## src/rtl/ws2812_pkg.sv

```systemverilog
// Shared types and constants for the WS2812 frame sequencer.
package ws2812_pkg;
  localparam int PIXEL_W              = 24;
  localparam int DEFAULT_RESET_CYCLES = 3000;

  typedef logic [PIXEL_W-1:0] pixel_t;

  typedef enum logic [2:0] {
    S_IDLE,
    S_LOAD,
    S_SEND,
    S_DRAIN,
    S_LATCH
  } seq_state_t;
endpackage

```

## src/rtl/ws2812_pixel_ram.sv

```systemverilog
// Pixel buffer: simple dual-port RAM, one write port and one registered read port.
// A read and a write to the same address in one cycle return the old word.
module ws2812_pixel_ram
  import ws2812_pkg::*;
#(
  parameter int DEPTH  = 8,
  parameter int ADDR_W = 3
) (
  input  logic               clk,
  input  logic               wr_en,
  input  logic [ADDR_W-1:0]  wr_addr,
  input  logic [PIXEL_W-1:0] wr_data,
  input  logic               rd_en,
  input  logic [ADDR_W-1:0]  rd_addr,
  output logic [PIXEL_W-1:0] rd_data
);
  pixel_t mem [DEPTH];

  // Write and registered read share the edge, so the read sees pre-write contents.
  always_ff @(posedge clk) begin
    if (wr_en) mem[wr_addr] <= wr_data;
    if (rd_en) rd_data <= mem[rd_addr];
  end
endmodule

```

## src/rtl/ws2812_frame_sequencer.sv

```systemverilog
// Frame sequencer: streams the pixel buffer to the WS2812 bit encoder one GRB word
// per LED, waits for the encoder to drain, then holds the latch gap.
// Optional macro WS2812_AUTO_REFRESH_EN: any buffer write schedules a refresh.
module ws2812_frame_sequencer
  import ws2812_pkg::*;
#(
  parameter int NUM_LEDS     = 8,
  parameter int RESET_CYCLES = DEFAULT_RESET_CYCLES,
  parameter int ADDR_W       = (NUM_LEDS > 1) ? $clog2(NUM_LEDS) : 1
) (
  input  logic              clk,
  input  logic              rst_n,
  input  logic              wr_en,
  input  logic [ADDR_W-1:0] wr_addr,
  input  logic [23:0]       wr_data,
  input  logic              start,
  output logic              px_valid,
  output logic [23:0]       px_data,
  input  logic              px_ready,
  input  logic              enc_busy,
  output logic              busy,
  output logic              frame_done
);
  localparam int                CNT_W     = $clog2(RESET_CYCLES);
  localparam logic [ADDR_W-1:0] LAST_ADDR = ADDR_W'(NUM_LEDS - 1);
  localparam logic [CNT_W-1:0]  CNT_LOAD  = CNT_W'(RESET_CYCLES - 1);

  seq_state_t        state_q, state_d;
  logic [ADDR_W-1:0] addr_q;
  logic [CNT_W-1:0]  cnt_q;
  logic              pending_q;
  logic              go;
  logic              last;
  pixel_t            rd_data;

  assign last = (addr_q == LAST_ADDR);

`ifdef WS2812_AUTO_REFRESH_EN
  logic dirty_q;
  assign go = start | pending_q | dirty_q;

  // Any write marks the buffer dirty; a new write wins over the clear on frame start.
  always_ff @(posedge clk or negedge rst_n) begin
    if (!rst_n)                          dirty_q <= 1'b0;
    else if (wr_en)                      dirty_q <= 1'b1;
    else if (state_q == S_IDLE && go)    dirty_q <= 1'b0;
  end
`else
  assign go = start | pending_q;
`endif

  ws2812_pixel_ram #(.DEPTH(NUM_LEDS), .ADDR_W(ADDR_W)) u_ram (
    .clk     (clk),
    .wr_en   (wr_en),
    .wr_addr (wr_addr),
    .wr_data (wr_data),
    .rd_en   (state_q == S_LOAD),
    .rd_addr (addr_q),
    .rd_data (rd_data)
  );

  // Pixel word is only exposed while offered, keeping px_data at zero otherwise.
  assign px_data = px_valid ? rd_data : '0;

  // State register.
  always_ff @(posedge clk or negedge rst_n) begin
    if (!rst_n) state_q <= S_IDLE;
    else        state_q <= state_d;
  end

  // Next-state and Moore outputs; busy drops in the same cycle frame_done pulses.
  always_comb begin
    state_d    = state_q;
    px_valid   = 1'b0;
    frame_done = 1'b0;
    busy       = (state_q != S_IDLE);
    unique case (state_q)
      S_IDLE:  if (go) state_d = S_LOAD;
      S_LOAD:  state_d = S_SEND;
      S_SEND: begin
        px_valid = 1'b1;
        if (px_ready) state_d = last ? S_DRAIN : S_LOAD;
      end
      S_DRAIN: if (!enc_busy) state_d = S_LATCH;
      S_LATCH: begin
        if (cnt_q == '0) begin
          state_d    = S_IDLE;
          frame_done = 1'b1;
          busy       = 1'b0;
        end
      end
      default: state_d = S_IDLE;
    endcase
  end

  // Address and latch-gap counters.
  always_ff @(posedge clk or negedge rst_n) begin
    if (!rst_n) begin
      addr_q <= '0;
      cnt_q  <= '0;
    end else begin
      unique case (state_q)
        S_IDLE:  if (go) addr_q <= '0;
        S_SEND:  if (px_ready && !last) addr_q <= addr_q + 1'b1;
        S_DRAIN: if (!enc_busy) cnt_q <= CNT_LOAD;
        S_LATCH: if (cnt_q != '0) cnt_q <= cnt_q - 1'b1;
        default: ;
      endcase
    end
  end

  // One pending refresh remembered while a frame runs; consumed on the way out of IDLE.
  always_ff @(posedge clk or negedge rst_n) begin
    if (!rst_n)                 pending_q <= 1'b0;
    else if (state_q == S_IDLE) pending_q <= 1'b0;
    else if (start)             pending_q <= 1'b1;
  end
endmodule

```

## config.mk

```make
export PLATFORM = sky130hd
export DESIGN_NAME = ws2812_frame_sequencer
export DESIGN_NICKNAME = d
export VERILOG_FILES = /design/src/rtl/ws2812_pkg.sv /design/src/rtl/ws2812_pixel_ram.sv /design/src/rtl/ws2812_frame_sequencer.sv
export SDC_FILE = /design/constraint.sdc
export NUM_CORES = 1
export LEC_CHECK = 0
export BUFFER_PORTS_ARGS = -buffer_cell sky130_fd_sc_hd__buf_2
export CAP_MARGIN = 25
export CORE_ASPECT_RATIO = 1.5
export CORE_MARGIN = 5
export CORE_UTILIZATION = 42
export CTS_CLUSTER_SIZE = 25
export DETAILED_ROUTE_END_ITERATION = 7
export PLACE_DENSITY_LB_ADDON = 0.1
export SETUP_SLACK_MARGIN = 0.3
export SLEW_MARGIN = 0
export SYNTH_ARGS = -nofsm -noshare
export SYNTH_HDL_FRONTEND = slang
export SYNTH_SLANG_ARGS = --single-unit
```

## constraint.sdc

```tcl
create_clock -name clk -period 3 [get_ports clk]
set_input_delay 0.3 -clock clk [delete_from_list [all_inputs] [get_ports clk]]
set_output_delay 0.3 -clock clk [all_outputs]
set_load 0.02 [all_outputs]
```

== Word level (Yosys, flattened, before mapping) ==
Memories as Yosys holds them, arrays and structs flattened. A register that Yosys moved wholly into a read port is not among the register bits.
Cells that the tools add are included.
Operators by class
  reduce and logical (&&, ||, !) cells: 12
  equal/unequal tests: 11
  muxes and demuxes: 22
  add/sub/neg operators: 2
  bitwise gates (word level): 1
Operator list (number)
  $mux W12: 2
  $mux W24: 1
  $pmux W12 S2: 1
  $mux W3: 6
  $pmux W3 S5: 1
  $logic_not A12 Y1: 1
  $ne A2 B2 Y1 const B: 6
  $reduce_bool A12 Y1: 1
  $sub A12 B1 Y12 const B: 1
  $mux W1: 9
  $eq A3 B2 Y1 const B: 2
  $eq A3 B3 Y1 const B: 2
  $pmux W3 S2: 1
  $reduce_and A3 Y1: 2
  $reduce_bool A2 Y1: 3
  $reduce_and A4 Y1: 1
  $add A3 B1 Y3 const B: 1
  $eq A3 B1 Y1 const B: 1
  $logic_not A3 Y1: 1
  $reduce_bool A3 Y1: 1
  $mux W2: 1
  $logic_and A1 B1 Y1: 1
  $logic_not A1 Y1: 1
  $or A1 B1 Y1: 1
Word-level totals
  output and inout port bits: 27
  bits in registers: 19
  memory bits (writable): 192
  memories: 1
  bits of input ports: 33
  word-level logic and storage cells: 53
Memory list
  u_ram.mem: depth 8, width 24, rd ports 1, clocked after Yosys merged registers in 1, wr ports 1, RTL line ws2812_pixel_ram.sv:17  | pixel_t mem [DEPTH];

== Depth between registers and ports, before layout ==
Gate-level depths: netlist of the first run.
  depth after elaboration: 5
  gate-level depth with buffers: 6

== Hierarchy ==
From an unflattened synthesis of the first run, not the netlist that was laid out.
Second synthesis, totals
  cells, all modules: 449
  area, all modules: 9232.6 um^2
By module, submodules not included
  ws2812_pixel_ram: area an instance 8037.7 um^2, times used 1, seq. area each 6486.2 um^2, cells an instance 314
  ws2812_frame_sequencer: area an instance 1194.9 um^2, times used 1, seq. area each 475.5 um^2, cells an instance 135

== Worst setup path before layout of the first run ==
Ideal clock, no wire load.
  kind: reg-to-reg
  start point: register state_q[0]
  end point: register u_ram.rd_data[0] (read register of u_ram.mem) (enable)
  arrival: 2453 ps
  slack: 107 ps
  cell stages (with the launch flop): 3
  period minus slack after synthesis: 2893 ps
  cell sequence: dfrtp_1 > clkbuf_1 > nor3b_1
Between the ends
  longest elaborated chain between the ends: 1
Ends and longest elaborated chain
  from (decl): RTL line ws2812_frame_sequencer.sv:28  | seq_state_t state_q, state_d;
  from (signal assigned): RTL line ws2812_frame_sequencer.sv:68  | else state_q <= state_d;
  $eq A3 B1 Y1: RTL line ws2812_frame_sequencer.sv:57  | .rd_en (state_q == S_LOAD),
  to (decl): RTL line ws2812_pixel_ram.sv:15  | output logic [PIXEL_W-1:0] rd_data
Every way passes these cells.
A chain may end at the register's enable or synchronous reset.

== Final worst setup path of the first run ==
  start point: register state_q[1]
  end point: output px_data[8]
Between the ends
  longest elaborated chain between the ends: 3
Ends and longest elaborated chain
  $eq A3 B2 Y1: RTL line ws2812_frame_sequencer.sv:77  | unique case (state_q)
  $mux W1: RTL line ws2812_frame_sequencer.sv:77
  $mux W24: RTL line ws2812_frame_sequencer.sv:63  | assign px_data = px_valid ? rd_data : '0;
  to (decl): RTL line ws2812_frame_sequencer.sv:18  | output logic [23:0] px_data,
Every way passes these cells.

==> impl_metrics.ini, run 1 <==
[outcome]
run_status = finished, final reports clean

[clock_tree]
cts_sinks = 235
worst_setup_hold_path_clk_slew_ns = 0.07
clkLatencyLatePin_ns = 0.49
tritoncts = done
htree_levels = 1
clk_root_buffer_cell = clkbuf_16
clock_path_buffers = 3
buffer_count_from_post_cts_setup_fixing = 0
num_cts_buffers = 22

[timing]
worst_pin_slew_ns = 0.790
slew_headroom = 0.473
timing.setup.tns_ns = 0
report.final.setup_viol = 0
layout_min_cycle_time_ns = 2.51
slew_viol_final = 0
final.setup_skew_ns = 0.00637
final_hold_vio_count = 0
fin_ws_ns = 0.485
period_share = 0.838
achievable-frequency_mhz = 398
rsz0062_at_grt = false

[synthesis]
post-synth-top-count-cell = edfxtp_1
synth.yosys.warnings = 0
mappedNetlistNets = 494
ys_top_cells_by_count = edfxtp_1 (216), mux4_2 (48), mux2_2 (25)
ys_seq_elements = 235
synth_largest_area_cell = edfxtp_1
synth_sequential_area_ratio = 0.755
yosys.cell_types.count = 44
mappedNetlistArea_um2 = 9220
syn_area_per_cell_um2 = 20.2
synth.area.top_cells = edfxtp_1 (70%), mux4_2 (12%), dfrtp_1 (5.2%)
edff_count_synth = 216
post_synth_inst_count = 457
netlist.area_leader.share = 0.704
yosys_most_used_dff = edfxtp_1
async_reset_ff_frac = 0.0809

[power]
vdd_ir_drop_max_mv = 0.395
switchingPower_mw = 2.29
leakage_nw = 3.60
cellInternalPower_mw = 6.34
finalPower_mw = 8.63
switching_share_of_power = 0.265
cell_pwr_density_nw_per_um2 = 803
p_clk_frac = 0.318
combinational_group_share_of_total_power = 0.188
power_frac_seq = 0.494

[setup_path]
worstPathMaxFanout = 12
critical_path.cell_chain = inv_1 > nor3_2 > buf_4 > and2_1 > buf_2
timing.critical_path.arrival_ns = 2.21
crit_path_top_delay_cell = dfrtp_1
critPathKind = reg -> out
crit_path_max_incr_delay_ns = 0.62
crit_path_start_kind = flop
end_kind = output pin
crit_required_ns = 2.70

[detailed_routing]
routedWlPerCell_um = 22.2
met2_length_mm = 9.78
vias_per_cell = 5.39
final_antenna_net_count = 0
dr_wl_met3_um = 666
wl_met1_mm = 7.70
detail_route.drc_violations = 0
dr.first_iter.drc_count = 305
detailed_routing_iteration_count_for_the_pre_antenna_repair_pass = 4
maxUsedRoutingLayer = met5
detail_route.wirelength_mm = 18.5
detailroute.via_count = 4470

[global_route]
grt_max_degree = 31
antenna_found_initial = 1
global_route.usage.total = 0.153
grt.overflow.total = 0
grt_pass1_wl_mm = 28.6
grt_pass1_vias = 4890

[floorplan]
die_outline_area_um2 = 25100
die_w_um = 131
dieHeight_um = 191
std_cell_rows = 66
starting_utilization_of_the_core_area = 0.426
design.portCount = 60
placeableCoreArea_um2 = 21600

[worst_hold_path]
hp-class = in -> reg

[placement]
gp_routability_congestion = 0.731
placement.setup.worst_slack_ns = 0.784
dpl.hpwl_mm = 11.1
place.detailed.instances = 789
placement.io_buffers = 59

[cells_and_area]
fillers = 1830
finalNonFillerCells = 830
diodes = 0
drive_gt1_frac = 0.373
syn2layout_area_growth_pct = 16.5
sequential_cell_area_um2 = 6970
finish.net_count = 579
multi_input_area_um2 = 2190

[flow_run]
max_cap_violations = 0
## power groups by stage
stage	sequential (mW)	clock [mW]	combinational (mW)
after global placement	4.41	0	1.52
after global routing	4.32	2.96	1.78
after CTS	4.28	2.83	1.67
after floorplan	4.13	0	1.28
after detailed placement	4.35	0	1.66
final	4.27	2.74	1.62
## layout make-up
type	count	area share
inverters	5	0.00175
clock buffers	26	0.0546
well taps	272	0.0317
repair buffers	82	0.0480
flip-flops and latches	235	0.649
clock inverters	14	0.0115
multi-input cells	196	0.204
## repair_timing
action / CTS / global route
hold buffers: 1 / 0
gates resized for setup: 0 / 0
hold endpoints to repair: 19 / 0
## metal layers
| layer | up-vias | GRT usage |
|---|---|---|
| met3 | 26 | 0.0249 |
| met1 | 2343 | 0.202 |
| met5 | - | 0 |
| met4 | 2 | 0.0352 |
| li1 | 2026 | - |
| met2 | 73 | 0.264 |
## flip-flops by register name (all words and copies together) (netlist names)
signal	count
cnt_q	12
addr_q	3
u_ram.rd_data	24
pending_q	1
u_ram.mem	192
state_q	3
## critical path, delay by kind of cell (launching register included)
kind	cells	cell delay [ns]
flops	1	0.62
buf+inv	3	0.67
simple gates	2	0.43
## cells in the final DEF, fill, tap and decap left out, types with 10 or more instances in the layout
cell and count:
and2_1 24, buf_2 59, buf_4 19, clkbuf_16 23, dfrtp_1 17, edfxtp_1 216
mux2_2 25, mux4_2 48, nand2_1 11, nor2_1 10
## per-stage QoR
stage / utilization / instance area [um2] / hold slack [ns]
final: 0.496 / 10700 / 0.0677
after global routing: 0.496 / 10700 / 0.0676
after CTS: 0.496 / 10700 / 0.0501
after detailed placement: 0.463 / 10000 / 0.279
after global placement: 0.462 / 9990 / 0.274
after floorplan: - / 9220 / 0.00441
## path summary, 6_finish.rpt
kind                                        start                     endpoint  slack [ns]  depth (start not counted)
hold reg to reg              cnt_q[5]$_DFFE_PN0P_         cnt_q[5]$_DFFE_PN0P_        0.51                          1
max in group asynchronous                   rst_n        addr_q[0]$_DFFE_PN0P_        2.38                          2
min in group asynchronous                   rst_n         cnt_q[7]$_DFFE_PN0P_        0.28                          2
setup reg to reg            addr_q[0]$_DFFE_PN0P_  u_ram.rd_data[21]$_DFFE_PN_        0.83                          3
setup / recovery           state_q[1]$_DFFE_PN0P_                   px_data[8]        0.49                          5
hold / removal                              start        pending_q$_DFFE_PN0P_        0.07                          2
## logic make-up (layout without fill, tap and decap cells)
logic type | count (synthesis) | in the layout | share of synthesized area
AO/OA/AOI/OAI | 29 | 29 | 0.0210
multiplexers | 76 | 76 | 0.151
adder cells (fa/ha/maj) | 4 | 4 | 0.00543
AND/OR/NAND/NOR | 87 | 87 | 0.0553
buffers and inverters | 26 | 127 | 0.0118
flip-flops | 235 | 235 | 0.755
No activity file was read; power rests on OpenSTA's default activity.
==> run 2, diff against run 1 <==
--- a/config.mk
+++ b/config.mk
@@ -5,6 +5,7 @@
 export SDC_FILE = /design/constraint.sdc
 export NUM_CORES = 1
 export LEC_CHECK = 0
+export ABC_AREA = 1
 export BUFFER_PORTS_ARGS = -buffer_cell sky130_fd_sc_hd__buf_2
 export CAP_MARGIN = 25
 export CORE_ASPECT_RATIO = 1.5
==> constraint.sdc (replaced) <==
create_clock -name clk -period 2.5 [get_ports clk]
set_input_delay 0.25 -clock clk [delete_from_list [all_inputs] [get_ports clk]]
set_output_delay 0.25 -clock clk [all_outputs]
set_load 0.02 [all_outputs]
==> impl_metrics.ini, run 2 <==
[power]
finalPower_mw = 11.9
vdd_ir_drop_max_mv = 0.553
cell_pwr_density_nw_per_um2 = 1040
leakage_nw = 4.28

[clock_tree]
tritoncts = done
htree_levels = 1
num_cts_buffers = 25
cts_sinks = 235
clock_path_buffers = 3
worst_setup_hold_path_clk_slew_ns = 0.06
clk_root_buffer_cell = clkbuf_16
clkLatencyLatePin_ns = 0.52

[detailed_routing]
detailed_routing_iteration_count_for_the_pre_antenna_repair_pass = 5
detail_route.wirelength_mm = 21.3
detailroute.via_count = 6116
dr.first_iter.drc_count = 287
final_antenna_net_count = 0
detail_route.drc_violations = 0
vias_per_cell = 5.13
routedWlPerCell_um = 17.9

[synthesis]
ys_top_cells_by_count = edfxtp_1 (216), nor2_1 (147), nand2_1 (131)
yosys_most_used_dff = edfxtp_1
edff_count_synth = 216
netlist.area_leader.share = 0.672
yosys.cell_types.count = 30
mappedNetlistNets = 839
yosys.area_share.simple = 0.135
arithmetic_cell_share_of_the_synthesized_area_counting_full_adders_half_adders_and_majority_gates = 0.00519
synth.yosys.warnings = 0
synth_largest_area_cell = edfxtp_1
synthMuxAreaShare = 0.0249
synth_top_family_by_area = simple AND/OR/NAND/NOR gates
post-synth-top-count-cell = edfxtp_1
area_share_of_xor_xnor_cells_in_the_synthesized_design = 0.000908
synth_sequential_area_ratio = 0.722
synth-compound-area-share = 0.0732
post_synth_inst_count = 802
ys_seq_elements = 235
synth.area.top_cells = edfxtp_1 (67%), nor2_1 (5.7%), nand2_1 (5.1%)
mappedNetlistArea_um2 = 9650
syn_area_per_cell_um2 = 12.0
async_reset_ff_frac = 0.0809

[global_route]
grt.overflow.total = 0
grt_max_degree = 99
grt_pass1_vias = 6267
antenna_found_initial = 0
global_route.usage.total = 0.163
grt_pass1_wl_mm = 33.6

[floorplan]
die_outline_area_um2 = 26200
die_w_um = 134
dieHeight_um = 196
std_cell_rows = 68
design.portCount = 60
placeableCoreArea_um2 = 22800
starting_utilization_of_the_core_area = 0.423

[worst_hold_path]
hp-class = in -> reg

[setup_path]
crit_path_max_incr_delay_ns = 0.37
crit_path_top_delay_cell = dfrtp_1
cpMostUsedCell = nand2_1
end_kind = output pin
worstPathBufferInverterCount = 2
timing.critical_path.arrival_ns = 1.80
worstPathMaxFanout = 6
crit_path_start_kind = flop
cpLargestDelayFamily = simple AND/OR/NAND/NOR gates
critical_path.cell_chain = inv_1 > ha_2 > nand2_1 > nor2_1 > nand2_1 > nand2_4 > nand3_1 > buf_2
crit_required_ns = 2.25
critPathKind = reg -> out

[placement]
dpl-instance-area_um2 = 10300
gp_routability_congestion = 0.804
placement.io_buffers = 59
dpl.hpwl_mm = 12.2

[cells_and_area]
leading_cell_type_in_the_layout_fill_and_taps_excluded = edfxtp_1
drive_gt1_frac = 0.169
fillers = 1989
layout.core_utilization = 0.499
layout_common_cells = edfxtp_1 (216), nor2_1 (138), nand2_1 (130)
largest-register = u_ram.mem
finish.net_count = 932
diodes = 0
syn2layout_area_growth_pct = 18.0
layout_top_registers = u_ram.mem: 192 flops, u_ram.rd_data: 24 flops, cnt_q: 12 flops
final_design_area_no_fill_um2 = 11400
largest_reg_flops = 192

[timing]
final_hold_vio_count = 0
rsz0062_at_grt = false
period_share = 0.822
final.setup_skew_ns = 0.0101
report.final.setup_viol = 0
slew_headroom = 0.630
achievable-frequency_mhz = 487
worst_pin_slew_ns = 0.555
timing.setup.tns_ns = 0
slew_viol_final = 0
layout_min_cycle_time_ns = 2.05

[outcome]
run_status = finished, final reports clean

[flow_run]
max_cap_violations = 0
run 2: cell types whose count changed in the layout (fill, tap and decap cells not counted), sizes merged, moves of 12 or more:
| cell | previous run | this run |
|---|---|---|
| inv | 5 | 54 |
| dlygate4sd3 | 1 | 17 |
| mux4 | 48 | 0 |
| mux2i | 3 | 24 |
| o21ai | 6 | 108 |
| mux2 | 25 | 0 |
| nor2 | 16 | 152 |
| nand2 | 11 | 134 |
| nand3 | 7 | 19 |
| o22ai | 0 | 24 |
| and2 | 24 | 1 |
run 2: worst paths after layout:
check | start | end | slack [ns] | cells past startpoint
worst max-delay path | cnt_q[0]$_DFFE_PN0P_ | busy | 0.45 | 8
worst min-delay path | wr_data[23] | u_ram.mem[5][23]$_DFFE_PP_ | 0.02 | 1
worst max register to register | addr_q[0]$_DFFE_PN0P_ | u_ram.rd_data[12]$_DFFE_PN_ | 0.81 | 5
worst min register to register | cnt_q[0]$_DFFE_PN0P_ | cnt_q[0]$_DFFE_PN0P_ | 0.48 | 2
max in group asynchronous | rst_n | addr_q[0]$_DFFE_PN0P_ | 1.92 | 2
min in group asynchronous | rst_n | state_q[1]$_DFFE_PN0P_ | 0.22 | 2
run 2: through the flow:
step	hold slack, ns	worst slack, ns	instances
global placement	0.232	0.768	1123
CTS	0.000276	0.338	1188
detailed placement	0.235	0.716	1123
global route	0.0128	0.300	1193
floorplan	-0.0456	0.550	802
finish	0.0166	0.446	1193
run 2: power breakdown:
group / switching [mW] / internal, mW / leakage [nW]
clock network: 1.48 / 2.15 / 0.389
registers: 0.196 / 4.84 / 2.20
logic: 2.18 / 1.04 / 1.69
total: 3.85 / 8.04 / 4.28
run 2: kinds of logic (layout without fill, tap and decap cells):
kind of cell,Yosys count,count (layout)
multiplexers,24,24
XOR/XNOR,1,1
AO/OA/AOI/OAI,132,132
flip-flops,235,235
buffers and inverters,90,201
adder cells (fa/ha/maj),4,4
AND/OR/NAND/NOR,316,316
run 2: repair_timing:
action	in CTS	in global routing
pin swaps	2	2
endpoints found under the setup margin	25	26
setup buffers	3	5
hold buffers	17	0
resized for setup	2	2
hold endpoints to repair	130	0
run 2: layer usage:
metal  vias up  GRT usage  wire length [um]
met5         -          0                 0
met4         0     0.0507               471
met3        35     0.0222               825
met2       124      0.298             11300
met1      2985      0.198              8710
li1       2972          -                 -
run 2: final cells by class:
| class | count | area [um2] | share of cell area |
|---|---|---|---|
| Clock buffer | 28 | 637 | 0.0560 |
| Clock inverter | 17 | 175 | 0.0154 |
| Inverter | 53 | 201 | 0.0177 |
| Multi-Input combinational cell | 477 | 2340 | 0.206 |
| Sequential cell | 235 | 6970 | 0.612 |
| Tap cell | 280 | 350 | 0.0308 |
| Timing Repair Buffer | 103 | 706 | 0.0620 |
run 2: worst register-to-register path, stage by stage, from the launching register on:
cell     delay [ns]
dfrtp_4        0.43
buf_12         0.38
mux2i_1        0.38
o22ai_1        0.09
nand2_1        0.08
nand2_1        0.07
